**config.mk**
```make
export PLATFORM = sky130hd
export DESIGN_NAME = motor_ramp_ctrl
export DESIGN_NICKNAME = d
export VERILOG_FILES = /design/src/rtl/motor_ramp_ctrl.sv
export SDC_FILE = /design/constraint.sdc
export NUM_CORES = 1
export LEC_CHECK = 0
export ABC_CLOCK_PERIOD_IN_PS = 5300
export BUFFER_PORTS_ARGS = -buffer_cell sky130_fd_sc_hd__buf_2
export CAP_MARGIN = 20
export CELL_PAD_IN_SITES_DETAIL_PLACEMENT = 2
export CELL_PAD_IN_SITES_GLOBAL_PLACEMENT = 2
export CORE_UTILIZATION = 39
export CTS_CLUSTER_SIZE = 10
export DETAILED_ROUTE_END_ITERATION = 10
export PLACE_DENSITY_LB_ADDON = 0.1
export SLEW_MARGIN = 20
export SYNTH_ARGS = -nofsm -noshare
export SYNTH_HDL_FRONTEND = slang
export SYNTH_SLANG_ARGS = --single-unit
```
**constraint.sdc**
```tcl
create_clock -name clk -period 5.3 [get_ports clk]
set_input_delay 0 -clock clk [delete_from_list [all_inputs] [get_ports clk]]
set_output_delay 0 -clock clk [all_outputs]
set_load 0.005 [all_outputs]
```
**src/rtl/motor_ramp_ctrl.sv**
```systemverilog
// Motor speed ramp controller: accelerates/decelerates a PWM duty toward a
// target at a fixed tick rate, with controlled stop, emergency stop and a
// timed mechanical brake phase.
module motor_ramp_ctrl #(
    parameter int unsigned RAMP_DIV     = 1000,
    parameter int unsigned RAMP_STEP    = 1,
    parameter int unsigned BRAKE_CYCLES = 50000
) (
    input  logic       clk,
    input  logic       reset,
    input  logic       cmd_up,
    input  logic       cmd_down,
    input  logic       cmd_stop,
    input  logic       estop,
    input  logic [7:0] target_duty,
    output logic [7:0] duty_cycle,
    output logic       dir,
    output logic       brake,
    output logic       moving,
    output logic [2:0] state
);

    localparam int unsigned TICK_W  = 16;
    localparam int unsigned BRAKE_W = 20;
    localparam logic [TICK_W-1:0]  TICK_LAST  = TICK_W'(RAMP_DIV - 1);
    localparam logic [BRAKE_W-1:0] BRAKE_LAST = BRAKE_W'(BRAKE_CYCLES - 1);
    localparam logic [8:0]         STEP9      = 9'(RAMP_STEP);
    localparam logic [7:0]         STEP8      = 8'(RAMP_STEP);

    typedef enum logic [2:0] {
        S_IDLE   = 3'd0,
        S_ACCEL  = 3'd1,
        S_CRUISE = 3'd2,
        S_DECEL  = 3'd3,
        S_BRAKE  = 3'd4
    } state_t;

    state_t               state_q;
    logic                 stop_pending;
    logic [TICK_W-1:0]    tick_cnt;
    logic [BRAKE_W-1:0]   brake_cnt;

    logic                 tick;
    logic                 start_ok;
    logic [8:0]           up_sum;
    logic [7:0]           accel_duty;
    logic [7:0]           decel_floor;
    logic [7:0]           decel_duty;
    logic [TICK_W-1:0]    tick_adv;

    assign state = state_q;

    // Ramp arithmetic, done 9 bits wide so the duty never wraps either way
    always_comb begin
        tick        = (tick_cnt == TICK_LAST);
        start_ok    = (cmd_up ^ cmd_down) && (target_duty != 8'd0);
        up_sum      = {1'b0, duty_cycle} + STEP9;
        accel_duty  = (up_sum >= {1'b0, target_duty}) ? target_duty : up_sum[7:0];
        decel_floor = (stop_pending || cmd_stop) ? 8'd0 : target_duty;
        decel_duty  = ({1'b0, duty_cycle} <= (STEP9 + {1'b0, decel_floor}))
                      ? decel_floor : (duty_cycle - STEP8);
        tick_adv    = tick ? '0 : (tick_cnt + TICK_W'(1));
    end

    // State machine with registered outputs; estop > cmd_stop > target > start
    always_ff @(posedge clk) begin
        if (reset) begin
            state_q      <= S_IDLE;
            duty_cycle   <= 8'd0;
            dir          <= 1'b0;
            brake        <= 1'b0;
            moving       <= 1'b0;
            stop_pending <= 1'b0;
            tick_cnt     <= '0;
            brake_cnt    <= '0;
        end else if (state_q == S_BRAKE) begin
            if (estop) begin
                brake_cnt <= '0;
            end else if (brake_cnt == BRAKE_LAST) begin
                state_q      <= S_IDLE;
                brake        <= 1'b0;
                moving       <= 1'b0;
                stop_pending <= 1'b0;
                brake_cnt    <= '0;
            end else begin
                brake_cnt <= brake_cnt + BRAKE_W'(1);
            end
        end else if (estop) begin
            state_q    <= S_BRAKE;
            duty_cycle <= 8'd0;
            brake      <= 1'b1;
            moving     <= 1'b1;
            brake_cnt  <= '0;
            tick_cnt   <= '0;
        end else if (state_q == S_IDLE) begin
            if (start_ok) begin
                state_q  <= S_ACCEL;
                dir      <= cmd_up;
                moving   <= 1'b1;
                tick_cnt <= '0;
            end
        end else if (cmd_stop) begin
            if (duty_cycle == 8'd0) begin
                state_q   <= S_BRAKE;
                brake     <= 1'b1;
                brake_cnt <= '0;
                tick_cnt  <= '0;
            end else begin
                stop_pending <= 1'b1;
                if (state_q != S_DECEL) begin
                    state_q  <= S_DECEL;
                    tick_cnt <= '0;
                end else begin
                    // Already ramping down: keep the tick phase, floor becomes 0
                    tick_cnt <= tick_adv;
                    if (tick) duty_cycle <= decel_duty;
                end
            end
        end else begin
            case (state_q)
                S_ACCEL: begin
                    if (duty_cycle == target_duty) begin
                        state_q  <= S_CRUISE;
                        tick_cnt <= '0;
                    end else if (target_duty < duty_cycle) begin
                        state_q      <= S_DECEL;
                        stop_pending <= 1'b0;
                        tick_cnt     <= '0;
                    end else begin
                        tick_cnt <= tick_adv;
                        if (tick) duty_cycle <= accel_duty;
                    end
                end
                S_CRUISE: begin
                    if (target_duty > duty_cycle) begin
                        state_q  <= S_ACCEL;
                        tick_cnt <= '0;
                    end else if (target_duty < duty_cycle) begin
                        state_q      <= S_DECEL;
                        stop_pending <= 1'b0;
                        tick_cnt     <= '0;
                    end
                end
                S_DECEL: begin
                    if (stop_pending) begin
                        if (duty_cycle == 8'd0) begin
                            state_q   <= S_BRAKE;
                            brake     <= 1'b1;
                            brake_cnt <= '0;
                            tick_cnt  <= '0;
                        end else begin
                            tick_cnt <= tick_adv;
                            if (tick) duty_cycle <= decel_duty;
                        end
                    end else if (duty_cycle == target_duty) begin
                        state_q  <= S_CRUISE;
                        tick_cnt <= '0;
                    end else if (target_duty > duty_cycle) begin
                        state_q  <= S_ACCEL;
                        tick_cnt <= '0;
                    end else begin
                        tick_cnt <= tick_adv;
                        if (tick) duty_cycle <= decel_duty;
                    end
                end
                default: begin
                    state_q <= S_IDLE;
                end
            endcase
        end
    end

endmodule

```
---- After elaboration in Yosys (flattened, before gate mapping) ----
Index checks and enable logic that the tools add are counted.
word-level totals
  output and inout bits ................... 14
  logic and storage cells ................. 151
  bits in read-only memories .............. 0
  bits in latches ......................... 0
  memory bits (writable) .................. 0
  input bits .............................. 14
  memories kept ........................... 0
  register bits ........................... 51
cells by class
  multipliers ............................. 0
  magnitude comparators ................... 4
  reduce and logical (&&, ||, !) cells .... 20
  multiplexer cells ....................... 81
  div/mod/pow operators ................... 0
  eq/ne operators ......................... 30
  bitwise operators ....................... 3
  shift-type cells ........................ 0
  add/sub/neg operators ................... 5
operator list
  cell                     count
  $mux W16                 15
  $mux W20                 9
  $mux W8                  16
  $mux W3                  16
  $pmux W16 S3             1
  $ne A4 B4 Y1 const B     7
  $mux W1                  21
  $add A20 B1 Y20 const B  1
  $eq A20 B16 Y1 const B   1
  $add A16 B1 Y16 const B  1
  $eq A16 B10 Y1 const B   1
  $pmux W8 S2              1
  $reduce_bool A4 Y1       4
  $ne A3 B3 Y1 const B     5
  $reduce_and A4 Y1        3
  $reduce_and A11 Y1       1
  $ne A5 B5 Y1 const B     2
  $add A1 B8 Y9 const A    1
  $add A8 B1 Y9 const B    1
  $ge A9 B8 Y1             1
  $le A8 B9 Y1             1
  $pmux W3 S3              1
  $eq A8 B8 Y1             1
  $gt A8 B8 Y1             1
  other kinds (26)         31

---- Logic depth before layout (Yosys ltp) ----
  word-level depth ........................ 13
  depth in mapped cells ................... 16
  mapped depth without buffers ............ 16

---- Worst setup path after synthesis ----
Ideal clock, no wire load.
  path type ............................... register to register
  from .................................... reg stop_pending
  to ...................................... reg duty_cycle[0]
  clock period less this slack ............ 3504 ps
  setup time .............................. 117 ps
  data arrival time ....................... 3386 ps
  data required time ...................... 5183 ps
  cell stages (with the launch flop) ...... 17
  path buffers ............................ 0
  setup slack ............................. 1796 ps
  path through ............................ dfxtp_1 -> nor2_1 -> nand2_1 -> inv_1 -> ha_1 -> nand3_1 -> nor2_1 -> xnor2_1 -> nand2_1 -> ha_1 -> o211a_1 -> a211oi_1 -> nor3_1 -> nand2_1 -> a21o_1 -> a211o_1 -> a32o_1
between the ends
  longest elaborated chain between the ends .. 13
  elaborated cells on any way between the ends .. 20
  classes of those cells .................. 1 x add/sub; 1 x order compare; 3 x eq/ne; 13 x mux; 2 x reduce/logical
ends and longest elaborated chain
  item                    line           text
  start, declared         39             logic stop_pending;
  start signal, assigned  73             stop_pending <= 1'b0;
  start signal, assigned  83             stop_pending <= 1'b0;
  start signal, assigned  109            stop_pending <= 1'b1;
  $logic_or A1 B1 Y1      59             decel_floor = (stop_pending || cmd_stop) ? 8'd0 : target_duty;
  $mux W8                 59
  $add A1 B8 Y9           60             decel_duty = ({1'b0, duty_cycle} <= (STEP9 + {1'b0, decel_floor}))
  $le A8 B9 Y1            60
  $mux W8                 61             ? decel_floor : (duty_cycle - STEP8);
  $mux W8                 116, 153, 163
  $mux W8                 158            end else if (target_duty > duty_cycle) begin
  $mux W8                 155            end else if (duty_cycle == target_duty) begin
  $mux W8                 145            if (stop_pending) begin
  $pmux W8 S2             120            case (state_q)
  $mux W8                 102            end else if (cmd_stop) begin
  $mux W8                 95             end else if (state_q == S_IDLE) begin
  $mux W8                 88             end else if (estop) begin
  end signal, assigned    116            if (tick) duty_cycle <= decel_duty;
  end signal, assigned    131            if (tick) duty_cycle <= accel_duty;
  end signal, assigned    153            if (tick) duty_cycle <= decel_duty;
  end, declared           16             output logic [7:0] duty_cycle,
Several ways; a longest one is shown, not always the timed one. The select of a mux whose other input is x is not followed.
A chain may end at the register's enable or synchronous reset.

---- Worst setup path in the final report ----
  from .................................... reg stop_pending
  to ...................................... reg duty_cycle[3]
Same word-level chain as after synthesis.

==> tab_implementation.tex <==
\begin{tabular}{lr}
\hline
Metric & Value \\
\hline
\multicolumn{2}{l}{\textbf{STA}} \\
Final Max Slew Viols & 0 \\
Final hold violation count & 0 \\
Max Clk Rate & between 0.2 and 0.25 GHz \\
Crit share post-route & a little under nine tenths \\
Worst-Margin Slew & 1.07 ns \\
Worst Setup Slack, final & about 0.79 ns \\
Final Skew & around 0.0071 ns \\
Minimum clock period & 4.51 ns \\
Setup violations, final & 0 \\
Unrepaired setup endpoints after global routing & false \\
Fin Setup TNS & 0 ns \\
Slew headroom & 28.5\% \\
\multicolumn{2}{l}{\textbf{Critical path}} \\
Max stage delay cell, worst path & sky130\_fd\_sc\_hd\_\_nor3\_1 \\
WP data required & approximately 5.6 ns \\
Startpoint of the worst setup timing path & stop\_pending \\
CP top delay family & simple AND/OR/NAND/NOR gates \\
Max FO, Critical Path & 10 \\
Critical path buffers and inverters & 1 \\
RR Startpoint & stop\_pending \\
Crit Path Category & flop to flop \\
Setup crit end kind & flop \\
Maximum single-stage delay on the critical path & 0.59 ns \\
CP Data Arrival Time & between 4 and 5 ns \\
R2R Setup Slk & a little under 0.8 ns \\
Kind of start point of the critical path & flop \\
Most used cell along the critical path & sky130\_fd\_sc\_hd\_\_nand2\_1 \\
Chain of cells forming the critical path & nor2\_1 > nand2\_1 > inv\_1 > ha\_1 > nand3\_1 > nor2\_1 > xnor2\_1 > nand2\_1 > ha\_1 > o211a\_1 > a211oi\_1 > nor3\_1 > nand2\_1 > or4\_1 > o311ai\_0 > a32o\_1 \\
\multicolumn{2}{l}{\textbf{Pwr}} \\
Pwr/cell area & 205 nW/um2 \\
Max VDD drop & between 0.1 and 0.15 mV \\
Static Leakage & 0.00167 uW \\
\multicolumn{2}{l}{\textbf{Die}} \\
Horiz. Die Dim & approximately 100 um \\
Die area & between 10000 and 15000 um2 \\
Core area & 9950 um2 \\
Chip height & $\sim$100 um \\
Row cnt & 36 \\
Effective utilization at floorplan & 40.9\% \\
I/O pin cnt & 28 \\
\multicolumn{2}{l}{\textbf{Routing}} \\
Detailed router's first-iteration violation count & approximately 170 \\
Iteration count of the initial detailed-routing pass & 4 \\
Post-detailed-route wirelength per cell & approximately 20 um \\
Routed WL & between 10000 and 15000 um \\
Detail Route Antenna Nets & 0 \\
Total number of vias & $\sim$4.1k \\
Remaining design rule violation count & 0 \\
Routed vias/inst & between 6 and 7 \\
\multicolumn{2}{l}{\textbf{Layout}} \\
Commonest cells after routing, fill and taps aside & sky130\_fd\_sc\_hd\_\_nor2\_1 (59), sky130\_fd\_sc\_hd\_\_nand2\_1 (58), sky130\_fd\_sc\_hd\_\_dfxtp\_1 (51), sky130\_fd\_sc\_hd\_\_nand3\_1 (34), sky130\_fd\_sc\_hd\_\_ha\_1 (29) \\
Area taken by multi-input logic gates & roughly 2900 um2 \\
Footprint of the flip-flops and latches & 1020 um2 \\
P\&R area growth vs syn & 7.96\% \\
Share of cells above drive strength 1 & between 10\% and 20\% \\
Count of nets after finishing & between 500 and 600 \\
Number of inserted diodes & 0 \\
Most common cell after layout, fill and taps aside & sky130\_fd\_sc\_hd\_\_nor2\_1 \\
Post-Layout Cell Count & between 600 and 700 \\
Count of fill cells added during filler insertion & approximately 1.2k \\
\multicolumn{2}{l}{\textbf{Global route}} \\
Total grt overflow & 0 \\
Antenna violations before repair & 0 \\
Maximum number of pins on one net before global-route repair & 23 \\
First-pass GRT wire length & around 23000 um \\
Overall routing resource usage & a little over a quarter \\
Number of global-route vias before repair & between 4k and 5k \\
\multicolumn{2}{l}{\textbf{Flow run}} \\
MaxCap Viol Count & 0 \\
\multicolumn{2}{l}{\textbf{Place}} \\
Number of port buffers & 27 \\
Placed wire-length estimate & 10600 um \\
Placed instance count & 673 \\
Placer congestion estimate & 0.867 \\
Setup Slack @ Placement & about 0.90 ns \\
\multicolumn{2}{l}{\textbf{Clock network}} \\
Clock Sinks & 51 \\
Number of H-tree branching levels & 2 \\
Clock slew seen by the registers of the worst setup and hold paths & 0.10 ns \\
CTS Hold Bufs & 1 \\
Clock root buffer & sky130\_fd\_sc\_hd\_\_clkbuf\_8 \\
Number of buffers added by the clock tree synthesis step & 5 \\
\# Post-CTS Setup Buffers & 0 \\
Clock Path Buffers & 2 \\
TritonCTS clock tree & done \\
Post-cts sizing count & 0 \\
Worst-Skew Late Latency & $\sim$0.31 ns \\
\multicolumn{2}{l}{\textbf{Synth}} \\
Number of library cell types mapped by synthesis & 71 \\
Portion of the post-synthesis area used by sequential elements & around a quarter \\
Flip-flop cell with the highest count after synthesis & sky130\_fd\_sc\_hd\_\_dfxtp\_1 \\
Mapped Nets & between 500 and 600 \\
Share of synthesized registers carrying an async set or reset & 0\% \\
Total standard cell area after synthesis & around 4000 um2 \\
Mapped Avg Cell Area & roughly 7.6 um2 \\
Synthesis-stage register bit count & about 50 \\
Gate count after technology mapping & about 540 \\
Count of flip-flops with a built-in enable after synthesis & 0 \\
Number of warnings issued by yosys & 0 \\
\multicolumn{2}{l}{\textbf{Min path}} \\
Worst Hold Class & input pin to flop \\
Startpoint of the lowest-slack hold path & reset \\
\multicolumn{2}{l}{\textbf{Run status}} \\
Outcome & finished clean \\
\hline
\end{tabular}
## cell usage after synthesis (all sizes together) (4+ instances only)
master  count  area [um2]
nor2       66         263
nand2      58         218
dfxtp      51        1020
nand3      34         170
ha         29         363
inv        27         101
a21oi      23         119
clkbuf     22        82.6
xnor2      21         184
nor3       19         100
xor2       16         140
a31oi      14        87.6
nand4      14        87.6
o21ai      14        70.1
nor4       13        87.6
and3       12        76.3
mux2i      10         100
a211oi      8        65.1
a21o        5        45.0
a22oi       5        37.5
and2        5        31.3
o211ai      5        37.5
a22o        4        35.0
a32o        4        40.0
and4        4        36.3
buf         4        26.3
nor2b       4        25.0
or2         4        25.0
or4         4        33.8
## final timing paths
kind | to | cells after the start
worst max-delay path | duty_cycle[3] | 16
worst min-delay path | tick_cnt[0] | 2
worst max register to register | duty_cycle[3] | 16
worst min register to register | moving | 2
## logic make-up (layout without fill, tap and decap cells)
family | after synthesis | count (layout) | share of synthesized area, %
simple gates | 251 | 251 | 31.2
compound gates | 106 | 106 | 19.0
buf+inv | 53 | 64 | 5.16
flops | 51 | 51 | 25.1
xor+xnor | 37 | 37 | 7.96
fa+ha+maj | 29 | 29 | 8.91
mux | 11 | 11 | 2.73
## state kept, by name, indices dropped and copies added (netlist names)
signal        flops
brake_cnt        20
duty_cycle        8
moving            1
dir               1
tick_cnt         16
state             3
brake             1
stop_pending      1
## layout make-up
| cell class | count | area share (%) |
|---|---|---|
| clock buffer | 7 | 2.19 |
| clock inverter | 1 | 0.171 |
| inverter | 27 | 2.31 |
| multi-input combinational | 434 | 64.9 |
| sequential | 51 | 23.2 |
| tap | 133 | 3.78 |
| timing repair buffer | 29 | 3.47 |
## where the power goes
| part | internal [uW] | switching, uW | total, uW |
|---|---|---|---|
| logic | 84.2 | 148 | 232 |
| clock network | 119 | 136 | 256 |
| registers | 392 | 22.1 | 414 |
## per-stage QoR
stage	cell area [um2]	utilization, %	total power (uW)	hold slack (ns)
2_1_floorplan	4070	-	571	0.147
3_3_place_gp	4280	43.0	643	0.263
3_5_place_dp	4280	43.0	652	0.309
4_1_cts	4390	44.1	910	0.114
5_1_grt	4400	44.2	948	0.149
6_report	4400	44.2	901	0.121
## metal layers
layer,vias up,GRT usage (%),wire length (um)
met4,0,6.02,174
met2,66,45.1,6770
li1,1972,-,-
met3,16,4.26,444
met1,2056,33.8,6480
met5,-,0,0
Note: power is estimated with default switching activity, not from simulation.
